File: config.mk
export PLATFORM = sky130hd
export DESIGN_NAME = conv_bin3x3_stream
export DESIGN_NICKNAME = d
export VERILOG_FILES = /design/src/rtl/conv_bin_pkg.sv /design/src/rtl/conv_bin_linebuf.sv /design/src/rtl/conv_bin3x3_stream.sv
export SDC_FILE = /design/constraint.sdc
export NUM_CORES = 1
export LEC_CHECK = 0
export BUFFER_PORTS_ARGS = -buffer_cell sky130_fd_sc_hd__buf_2
export CAP_MARGIN = 20
export CORE_ASPECT_RATIO = 0.6
export CORE_MARGIN = 1.5
export CORE_UTILIZATION = 55
export DETAILED_ROUTE_END_ITERATION = 7
export MAX_ROUTING_LAYER = met4
export PLACE_DENSITY = 0.72
export SYNTH_ARGS = -nofsm -noshare
export SYNTH_HDL_FRONTEND = slang
export SYNTH_HIERARCHICAL = 1
export SYNTH_SLANG_ARGS = --single-unit
File: constraint.sdc
create_clock -name clk -period 5.1 [get_ports clk]
set_input_delay 0.765 -clock clk [delete_from_list [all_inputs] [get_ports clk]]
set_output_delay 0.765 -clock clk [all_outputs]
set_load 0.03 [all_outputs]
File: src/rtl/conv_bin_pkg.sv
// rtl/conv_bin_pkg.sv - shared constants and helpers for the binary 3x3 conv stream
package conv_bin_pkg;

  localparam int KSIZE = 3;
  localparam int TAPS  = KSIZE * KSIZE;
  localparam int POP_W = 4;

  // Counter/index width for a range of n values; never narrower than one bit.
  function automatic int width_for(input int n);
    return (n > 1) ? $clog2(n) : 1;
  endfunction

  function automatic logic [POP_W-1:0] popcount9(input logic [TAPS-1:0] v);
    logic [POP_W-1:0] n;
    n = '0;
    for (int i = 0; i < TAPS; i++) begin
      n = n + POP_W'(v[i]);
    end
    return n;
  endfunction

endpackage

File: src/rtl/conv_bin_linebuf.sv
// rtl/conv_bin_linebuf.sv - raster counters, SOF resync, two-row line buffer and 3x3 window
module conv_bin_linebuf
  import conv_bin_pkg::*;
#(
  parameter int IMG_W = 28,
  parameter int IMG_H = 28
) (
  input  logic            clk,
  input  logic            rst,
  input  logic            pix_in,
  input  logic            pix_valid,
  input  logic            pix_sof,
  output logic [TAPS-1:0] win,
  output logic            win_valid,
  output logic            win_last
);

  localparam int COL_W = width_for(IMG_W);
  localparam int ROW_W = width_for(IMG_H);

  logic [COL_W-1:0] col, col_eff;
  logic [ROW_W-1:0] row, row_eff;
  logic [IMG_W-1:0] lb0, lb1;

  // A start-of-frame pixel is placed at (0,0) no matter where the counters are.
  always_comb begin
    col_eff = pix_sof ? '0 : col;
    row_eff = pix_sof ? '0 : row;
  end

  always_ff @(posedge clk) begin
    if (rst) begin
      col       <= '0;
      row       <= '0;
      lb0       <= '0;
      lb1       <= '0;
      win       <= '0;
      win_valid <= 1'b0;
      win_last  <= 1'b0;
    end else begin
      win_valid <= 1'b0;
      win_last  <= 1'b0;
      if (pix_valid) begin
        if (col_eff == COL_W'(IMG_W - 1)) begin
          col <= '0;
          row <= (row_eff == ROW_W'(IMG_H - 1)) ? '0 : row_eff + 1'b1;
        end else begin
          col <= col_eff + 1'b1;
          row <= row_eff;
        end
        // Line-buffer taps IMG_W and 2*IMG_W acceptances back are the pixels above.
        lb0 <= {lb0[IMG_W-2:0], pix_in};
        lb1 <= {lb1[IMG_W-2:0], lb0[IMG_W-1]};
        win <= {pix_in, win[8:7], lb0[IMG_W-1], win[5:4], lb1[IMG_W-1], win[2:1]};
        win_valid <= (row_eff >= ROW_W'(2)) && (col_eff >= COL_W'(2));
        win_last  <= (row_eff == ROW_W'(IMG_H - 1)) && (col_eff == COL_W'(IMG_W - 1));
      end
    end
  end

endmodule

File: src/rtl/conv_bin3x3_stream.sv
// rtl/conv_bin3x3_stream.sv - streaming binary 3x3 convolution with per-channel kernel and threshold
module conv_bin3x3_stream
  import conv_bin_pkg::*;
#(
  parameter int                     IMG_W    = 28,
  parameter int                     IMG_H    = 28,
  parameter int                     N_CH     = 8,
  parameter logic [N_CH*TAPS-1:0]   W_INIT   = '0,
  parameter logic [N_CH*POP_W-1:0]  THR_INIT = {N_CH{4'd5}}
) (
  input  logic                         clk,
  input  logic                         rst,
  input  logic                         pix_in,
  input  logic                         pix_valid,
  input  logic                         pix_sof,
  input  logic                         cfg_we,
  input  logic [width_for(N_CH)-1:0]   cfg_ch,
  input  logic [TAPS-1:0]              cfg_w,
  input  logic [POP_W-1:0]             cfg_thr,
  output logic [N_CH-1:0]              conv_out,
  output logic                         out_valid,
  output logic                         out_last
);

  localparam int CH_W = width_for(N_CH);

  logic [TAPS-1:0]        win;
  logic                   win_valid, win_last;
  logic [N_CH*TAPS-1:0]   kern;
  logic [N_CH*POP_W-1:0]  thr;
  logic [POP_W-1:0]       pop [N_CH];
  logic                   pop_valid, pop_last;

  conv_bin_linebuf #(
    .IMG_W (IMG_W),
    .IMG_H (IMG_H)
  ) u_linebuf (
    .clk       (clk),
    .rst       (rst),
    .pix_in    (pix_in),
    .pix_valid (pix_valid),
    .pix_sof   (pix_sof),
    .win       (win),
    .win_valid (win_valid),
    .win_last  (win_last)
  );

  // Channel indices with no matching register simply never hit.
  always_ff @(posedge clk) begin
    if (rst) begin
      kern <= W_INIT;
      thr  <= THR_INIT;
    end else if (cfg_we) begin
      for (int c = 0; c < N_CH; c++) begin
        if (cfg_ch == CH_W'(c)) begin
          kern[c*TAPS +: TAPS]   <= cfg_w;
          thr[c*POP_W +: POP_W]  <= cfg_thr;
        end
      end
    end
  end

  always_ff @(posedge clk) begin
    if (rst) begin
      pop_valid <= 1'b0;
      pop_last  <= 1'b0;
      for (int c = 0; c < N_CH; c++) begin
        pop[c] <= '0;
      end
    end else begin
      pop_valid <= win_valid;
      pop_last  <= win_last;
      for (int c = 0; c < N_CH; c++) begin
        pop[c] <= popcount9(~(win ^ kern[c*TAPS +: TAPS]));
      end
    end
  end

  always_ff @(posedge clk) begin
    if (rst) begin
      conv_out  <= '0;
      out_valid <= 1'b0;
      out_last  <= 1'b0;
    end else begin
      out_valid <= pop_valid;
      out_last  <= pop_valid & pop_last;
      if (pop_valid) begin
        for (int c = 0; c < N_CH; c++) begin
          conv_out[c] <= (pop[c] >= thr[c*POP_W +: POP_W]);
        end
      end
    end
  end

endmodule
==> results.yml <==
global_routing:
  grt_first_pass_wirelength_um: 35400
  grt.overflow.total: 0
  grt_pass1_vias: 6631
  grtUsageTotal_pct: 23.5
  antenna_found_initial: 0
  grt_max_degree: 149
logic_synthesis:
  synth_area_sq_mm: 0.0104
  synth_common_cells: "219 x dfxtp_1, 200 x nand2_1, 110 x a21oi_1, 97 x nor2_1, 85 x inv_1"
  synth_area_leaders: "dfxtp_1 42%, fa_1 7.7%, nand2_1 7.2%"
  synth_top_area_share_pct: 42.0
  syn_inst: 1145
  synthDominantAreaCellType: "dfxtp_1"
  yosysSeqAreaShare_pct: 42.0
  synth.net_count: 1257
  synth-edff-count: 0
  async_flop_share_pct: 0
  ys_ff_latch: 219
  ys.flop_type: "dfxtp_1"
  syn_area_per_cell_sq_um: 9.11
  synth-warning-count: 6
  yosysMostFrequentCell: "dfxtp_1"
  ys_types: 46
clock_network:
  clk_path_buf_depth: 3
  hold_buffers: 0
  clock_latency_ns: 0.51
  ctsHtreeMaxLevel: 1
  cts_root_buf: "clkbuf_16"
  postCtsSetupRepairBufs: 0
  ctsResizeCount: 0
  numCtsBuffers: 21
  clkTransAtPathRegs_ns: 0.06
  cts_tree: "yes"
  cts_sinks: 219
critical_path:
  end_kind: "register"
  crit_end: "pop[0][2]"
  crit_top_cell: "fa_1"
  crit_start: "u_linebuf/win[0]"
  cpMaxStageDelayCell: "dfxtp_1"
  r2r_start: "u_linebuf/win[0]"
  crit_chain: "xnor2_1, fa_1, inv_1, fa_1, inv_1, fa_1, inv_1, fa_1, fa_1, xor2_1, nor2_1"
  r2r_cells: 11
  path_max_fanout: 9
  worstReg2RegEnd: "pop[0][2]"
  cpPeakStageDelay_ns: 0.68
  required_ns: 5.45
  rrSetupSlack_ns: 1.25
  start_kind: "register"
  cp.arrival_ns: 4.19
  worstSetupPathType: "reg2reg"
routing:
  wl_met2_um: 8520
  drc: 0
  met1Wirelength_um: 11800
  dr.pass1.iters: 5
  ant_nets: 0
  vias: 7259
  drt_iter0_markers: 585
  wirelength_um: 22100
  met3_length_um: 1390
  top_layer: "met4"
  vias_per_cell: 5.33
  wl_per_cell_um: 16.2
power:
  p_sw_share_pct: 24.4
  peakVddDrop_mv: 0.192
  p_clk_share_pct: 42.0
  p_leak_uw: 0.00454
  p_switching_uw: 883
  seq_power_share_pct: 49.3
  p_int_uw: 2740
  pwr-share-comb_pct: 8.8
  p_per_area_mw_per_mm2: 325
  p_total_uw: 3620
placement:
  gp_congestion: 0.818
  dpl.hpwl_um: 14400
  numPortBuffers: 31
min_path:
  hold_start: "pop_last"
  holdCritPathClass: "reg2reg"
  holdPathStages: 1
die:
  start_util_pct: 57.0
  die-area_sq_mm: 0.0198
  die_y_um: 110
  ios: 32
  die_w_um: 181
  row_count: 38
  core_sq_mm: 0.0183
sta:
  whs_ns: 0.430
  maxSlewViolCount: 0
  finalSetupViolCount: 0
  hold_viol_final: 0
  slew_headroom_pct: 27.0
  fmax_ghz: 0.260
  grt_setup_unrepaired: "no"
  finalSetupTns_ns: 0
  fin_worst_skew_ns: 0.0170
  period_needed_ns: 3.85
  worstMarginPinSlew_ns: 1.09
  fin_crit_sh_pct: 75.4
run_status:
  status: "completed"
job:
  maxCapViolations: 0
layout:
  antennaDiodeCount: 0
  drive_gt1_share_pct: 6.86
  fin_nets: 1221
  syn_to_final_growth_pct: 6.81
  nFillCells: 1574
  post-route-util_pct: 60.9
-- cell type report --
type / count / area, sq um / area share (%)
Multi-Input combinational cell: 750 / 5290 / 47.5
Sequential cell: 219 / 4380 / 39.4
Clock buffer: 27 / 578 / 5.19
Inverter: 85 / 319 / 2.86
Tap cell: 240 / 300 / 2.70
Timing Repair Buffer: 32 / 184 / 1.65
Clock inverter: 9 / 85.1 / 0.764
-- metrics by stage --
step                      worst slack, ns  instance area, sq um  instances
final                                1.25                 11100       1362
after global routing                 1.07                 11100       1362
after CTS                            1.24                 11100       1362
after detailed placement             1.27                 10500       1326
after global placement               1.31                 10500       1326
after floorplan                      1.33                 10400       1145
-- worst max-delay path: cells and delay by family, from the launching register on --
kind / cells / cell delay (ns)
xor+xnor: 2 / 0.32
buf+inv: 3 / 0.16
flops: 1 / 0.68
fa+ha+maj: 5 / 2.46
simple gates: 1 / 0.05
-- state kept, by name (all words and copies together), names as in the netlist --
| name | flops |
|---|---|
| u_linebuf/win_valid | 1 |
| pop | 32 |
| u_linebuf/row | 5 |
| out_valid | 1 |
| u_linebuf/col | 5 |
| u_linebuf/lb0 | 26 |
| out_last | 1 |
| u_linebuf/win_last | 1 |
| pop_last | 1 |
| thr | 32 |
| pop_valid | 1 |
| u_linebuf/win | 8 |
| conv_out | 8 |
| kern | 72 |
| u_linebuf/lb1 | 25 |
-- placed cells by master (no fill, tap or decap), types with 5 or more instances in the layout --
| cell type | netlist | final |
|---|---|---|
| dfxtp_1 | 219 | 219 |
| nand2_1 | 200 | 200 |
| a21oi_1 | 110 | 110 |
| nor2_1 | 97 | 97 |
| inv_1 | 85 | 85 |
| mux2i_1 | 59 | 59 |
| ha_1 | 50 | 50 |
| xnor2_1 | 46 | 46 |
| fa_1 | 40 | 40 |
| xor2_1 | 34 | 34 |
| buf_2 | 37 | 29 |
| clkbuf_16 | 0 | 21 |
| nor2b_1 | 11 | 11 |
| a211o_1 | 9 | 9 |
| nand3b_1 | 8 | 8 |
| nor3b_1 | 8 | 8 |
| or3b_2 | 8 | 8 |
| o2111ai_1 | 8 | 8 |
| a311oi_1 | 8 | 8 |
| nand4_1 | 6 | 6 |
| nand4b_1 | 5 | 5 |
-- routing by layer --
| layer | global-route usage, % | vias to the layer above |
|---|---|---|
| met5 | - | - |
| met4 | 4.56 | 0 |
| met3 | 3.78 | 32 |
| met2 | 32.1 | 184 |
| met1 | 36.2 | 3420 |
| li1 | - | 3623 |
-- power by group through the flow --
stage	Combinational [uW]	Clock (uW)	Sequential, uW
floorplan	254	0	1810
global placement	309	0	1820
detailed placement	316	0	1820
CTS	319	1550	1780
global route	365	1620	1790
finish	318	1520	1790
-- logic make-up after synthesis --
family	Yosys count	share of synthesized area, %
adders and majority gates	90	13.7
muxes	59	5.66
AOI/OAI and AO/OA	149	8.27
xor gates and xnor gates	80	6.72
buffers and inverters	176	7.25
DFF	219	42.0
and+or+nand+nor	372	16.4
-- worst min path at each step --
stage / end / slack [ns]
finish: out_last / 0.43
global route: out_last / 0.44
CTS: out_last / 0.43
detailed placement: out_last / 0.42
global placement: out_last / 0.41
floorplan: out_last / 0.41
Power figures use the tool's default switching activity.
